**src/rtl/sar_search.sv**
```systemverilog
`default_nettype none
// ============================================================================
// Module  : sar_search
// Purpose : Successive-approximation search controller. It drives the B side
//           of an external magnitude comparator and binary-searches MSB-first
//           for the value on the comparator's A side. The search exits early
//           when the comparator reports equality.
// Ports   : clk, rst_n          - clock, asynchronous active-low reset
//           start               - begin a search (sampled only in IDLE)
//           trial [WIDTH]       - registered code driven to comparator B
//           A_less_B/A_equal_B/A_greater_B - comparator result inputs
//           busy                - high while searching
//           done                - one-cycle completion pulse
//           result [WIDTH]      - final code, held until the next search ends
//           found / err         - equality seen / aborted on a bad compare
// Revision: 1.0 - initial release
// ============================================================================
module sar_search #(
  parameter int WIDTH  = 8,
  parameter int SETTLE = 0
) (
  input  logic             clk,
  input  logic             rst_n,
  input  logic             start,
  output logic [WIDTH-1:0] trial,
  input  logic             A_less_B,
  input  logic             A_equal_B,
  input  logic             A_greater_B,
  output logic             busy,
  output logic             done,
  output logic [WIDTH-1:0] result,
  output logic             found,
  output logic             err
);

  // A zero-wait configuration still needs a 1-bit counter to keep widths legal.
  localparam int CW = (SETTLE > 0) ? $clog2(SETTLE + 1) : 1;
  localparam int KW = (WIDTH > 2) ? $clog2(WIDTH) : 1;

  localparam logic [WIDTH-1:0] ONE = {{(WIDTH-1){1'b0}}, 1'b1};
  localparam logic [WIDTH-1:0] MSB = {1'b1, {(WIDTH-1){1'b0}}};

  typedef enum logic [1:0] {
    IDLE = 2'd0,
    RUN  = 2'd1,
    DONE = 2'd2
  } state_t;

  state_t           state;
  state_t           state_next;
  logic [WIDTH-1:0] acc;
  logic [KW-1:0]    k;
  logic [CW-1:0]    settle_cnt;

  logic             sample;
  logic             cmp_lt;
  logic             cmp_eq;
  logic             cmp_gt;
  logic             cmp_bad;
  logic [WIDTH-1:0] acc_upd;

  // The comparator is only looked at on the final cycle of each trial window.
  assign sample  = (state == RUN) && (settle_cnt == '0);

  // Only a strictly one-hot compare is meaningful; anything else aborts.
  assign cmp_lt  =  A_less_B & ~A_equal_B & ~A_greater_B;
  assign cmp_eq  = ~A_less_B &  A_equal_B & ~A_greater_B;
  assign cmp_gt  = ~A_less_B & ~A_equal_B &  A_greater_B;
  assign cmp_bad = ~(cmp_lt | cmp_eq | cmp_gt);

  // Target above the trial means the tested bit belongs in the answer.
  assign acc_upd = cmp_gt ? trial : acc;

  assign busy = (state == RUN);
  assign done = (state == DONE);

  always_comb begin
    state_next = state;
    case (state)
      IDLE: if (start) state_next = RUN;
      RUN:  if (sample && (cmp_eq || cmp_bad || (k == '0))) state_next = DONE;
      DONE: state_next = IDLE;   // always pass through IDLE before a new start
      default: state_next = IDLE;
    endcase
  end

  always_ff @(posedge clk or negedge rst_n) begin
    if (!rst_n) begin
      state      <= IDLE;
      trial      <= '0;
      acc        <= '0;
      k          <= '0;
      settle_cnt <= '0;
      result     <= '0;
      found      <= 1'b0;
      err        <= 1'b0;
    end else begin
      state <= state_next;
      case (state)
        IDLE: begin
          trial <= '0;
          if (start) begin
            acc        <= '0;
            found      <= 1'b0;
            err        <= 1'b0;
            k          <= KW'(WIDTH - 1);
            trial      <= MSB;
            settle_cnt <= CW'(SETTLE);
          end
        end
        RUN: begin
          if (!sample) begin
            settle_cnt <= settle_cnt - 1'b1;
          end else if (cmp_eq) begin
            result <= trial;
            found  <= 1'b1;
            trial  <= '0;
          end else if (cmp_bad) begin
            result <= acc;
            err    <= 1'b1;
            trial  <= '0;
          end else begin
            acc <= acc_upd;
            if (k == '0) begin
              result <= acc_upd;
              trial  <= '0;
            end else begin
              k          <= k - 1'b1;
              trial      <= acc_upd | (ONE << (k - 1'b1));
              settle_cnt <= CW'(SETTLE);
            end
          end
        end
        DONE: trial <= '0;
        default: trial <= '0;
      endcase
    end
  end

endmodule
`default_nettype wire
```
**config.mk**
```make
export PLATFORM = sky130hd
export DESIGN_NAME = sar_search
export DESIGN_NICKNAME = d
export VERILOG_FILES = /design/src/rtl/sar_search.sv
export SDC_FILE = /design/constraint.sdc
export NUM_CORES = 1
export LEC_CHECK = 0
export CAP_MARGIN = 20
export CORE_ASPECT_RATIO = 1.2
export CORE_UTILIZATION = 56
export DETAILED_ROUTE_END_ITERATION = 6
export PLACE_DENSITY = 0.84
export SLEW_MARGIN = 20
export SYNTH_ARGS = -nofsm -noshare
export SYNTH_HDL_FRONTEND = slang
export SYNTH_SLANG_ARGS = --single-unit
```
**constraint.sdc**
```tcl
create_clock -name clk -period 4.2 [get_ports clk]
set_input_delay 0.84 -clock clk [delete_from_list [all_inputs] [get_ports clk]]
set_output_delay 0.84 -clock clk [all_outputs]
set_load 0.03 [all_outputs]
```
==> reports/summary.txt <==
status -> completed
FF+latch count, synth -> 32
relative slew slack -> 0.663
DP HPWL -> 2.28 mm
Yosys top cell by area -> dfrtp_1
post-cts hold buffer count -> 0
worst path required time -> 3360 ps
Mapped Area -> 0.00153 mm2
clk slew on worst S/H paths -> 100 ps
clock latency at the later pin of the worst-skew pair -> 340 ps
Port Buffers -> 25
pin count of the biggest net entering global routing -> 33
crit path capture type -> output pin
Max stage delay on crit path -> 770 ps
final setup fails -> 0
area share of the largest cell type after synthesis -> 0.522
f_max -> 0.350 GHz
met3 Use GR -> 0.0769
Lkg Pwr -> 0.840 nW
RePlAce Congestion -> 0.824
total grt overflow -> 0
die height -> 59.3 um
# DRC -> 0
maximum clock path buffer count -> 2
Unique masters post-synth -> 35
CTS buffer count -> 5
yosys warns -> 0
critical path class -> flip-flop to output pin
layout cells sized above 1 -> 0.0915
H-tree levels -> 2
Fin Hold WS -> 488 ps
EDFF count, synth -> 0
First-pass DRT Iterations -> 4
GRT Total Usage -> 0.244
GR Util met2 -> 0.382
Tmin final -> 2850 ps
family with the most delay on the worst path -> buffers and inverters
cell row count -> 20
post-CTS sizing -> 0
CTS tree -> done
dominant register cell in the synthesized netlist -> dfrtp_1
Layout Nets -> 175
Slowest cell on crit path -> clkdlybuf4s50_1
DIE WIDTH -> 49.8 um
DR iter-0 viols -> 22
worst-path maximum fanout -> 8
Via density -> 5.95
final wirelength -> 3.11 mm
most frequent cell after synthesis -> dfrtp_1
max-cap viol count -> 0
Tcrit/Tclk final -> 0.679
Filler cells -> 199
antenna violations before repair -> 0
Max VDD drop -> 0.000488 V
Syn Inst Count -> 135
vias in the first global route -> 1057
DIE AREA -> 0.00295 mm2
Setup TNS -> 0 ps
I/O Pins -> 26
actual transition at the worst max-transition pin -> 502 ps
PwrDens -> 495 mW/mm2
top cells by area, synth -> dfrtp_1 (52%), a22o_1 (5.7%), mux2i_1 (5.2%)
sequential share of the synthesized area -> 0.522
CP startpoint kind -> flip-flop
worst path bufs/invs -> 1
clock skew -> 12.4 ps
endpoints failing hold -> 0
Area growth syn-to-layout -> 21.6%
met1 Track Usage GR -> 0.309
Core Area -> 0.00258 mm2
starting density of the core -> 0.595
grt peak-use layer -> met2
global-route wire length before repair -> 5.16 mm
antenna cells -> 0
CTS root buf -> clkbuf_4
CP Data Arrival Time -> 2010 ps
Async SR Flop Fraction -> 1.00
syn_nets -> 146
worst path cell trace -> nor2b_1, clkdlybuf4s50_1
post-route ant nets -> 0
hold crit path type -> flip-flop to flip-flop
Pins Over Slew Limit -> 0
unrepaired setup endpoints after global routing -> false
clock sink count -> 32
via count -> 1173
Commonest cells post-synth -> dfrtp_1 (32), nand2_1 (12), a22o_1 (10), o21ai_0 (10), mux2i_1 (8)
Post-CTS Setup Inserts -> 0
WL per Instance -> 15.8 um
Mean Syn Cell Area -> 11.4 um2
cells in the final DEF (no fill, tap or decap), types with 2 or more instances in the layout:
cell type,instances
a21oi_1,3
buf_4,2
nor3b_1,2
ha_1,5
clkbuf_4,5
nor2_1,2
a22o_1,10
inv_1,4
xnor2_1,2
a22oi_1,7
o2bb2ai_1,7
nor2b_1,4
clkdlybuf4s50_1,25
nand2_1,12
o21ai_0,10
and2_1,2
mux2i_1,8
dfrtp_1,32
or3b_2,3
area by class of cell:
class | instances | area, um2 | share of cell area
repair buffers | 27 | 265 | 0.142
well taps | 33 | 41.3 | 0.0221
inverters | 4 | 15.0 | 0.00805
multi-input cells | 94 | 696 | 0.373
clock buffers | 6 | 41.3 | 0.0221
flip-flops and latches | 32 | 801 | 0.430
clock inverters | 1 | 5.00 | 0.00268
flip-flops by register name, summed over array words and instances, names as in the netlist:
signal and count:
acc 8, err 1, found 1, k 3, result 8, settle_cnt 1, state 2, trial 8
metrics by stage:
stage	instance area (um2)	instances	setup WS [ps]	power, W	utilization
4_1_cts	1860	197	1320	0.000922	0.723
6_report	1860	197	1350	0.000922	0.723
3_3_place_gp	1820	190	1480	0.000746	0.705
5_1_grt	1860	197	1210	0.000982	0.723
2_1_floorplan	1530	135	2030	0.000637	-
3_5_place_dp	1820	190	1450	0.000761	0.705
per-layer routing:
metal,share of wire,up-vias
li1,-,557
met1,0.45,581
met2,0.49,27
met3,0.038,8
met4,0.022,0
met5,0,-
path summary, 6_finish.rpt:
| kind | from | end | slack [ps] | cells past startpoint |
|---|---|---|---|---|
| worst max register to register | state[1] | acc[3] | 2300 | 4 |
| worst min register to register | result[2] | result[2] | 490 | 2 |
| max in group asynchronous | rst_n | k[1] | 3030 | 2 |
| worst min-delay path | result[2] | result[2] | 490 | 2 |
| min in group asynchronous | rst_n | state[1] | 880 | 2 |
| worst max-delay path | state[0] | busy | 1350 | 2 |
tightest hold or removal path: cells and delay by family (launching register included):
kind,cells,cell delay (ps)
flops,1,350
compound gates,1,60
simple gates,1,50
power breakdown:
part	total (W)	switching [W]	internal (W)
Combinational	0.000367	0.000220	0.000146
Sequential	0.000392	0.0000437	0.000348
Clock	0.000164	0.000102	0.0000615
logic make-up after synthesis:
family | synth area share
buffers and inverters | 0.0237
XOR/XNOR | 0.0171
AND/OR/NAND/NOR | 0.113
adder cells (fa/ha/maj) | 0.0408
flip-flops | 0.522
multiplexers | 0.0596
AO/OA/AOI/OAI | 0.223
Power figures use the tool's default switching activity.
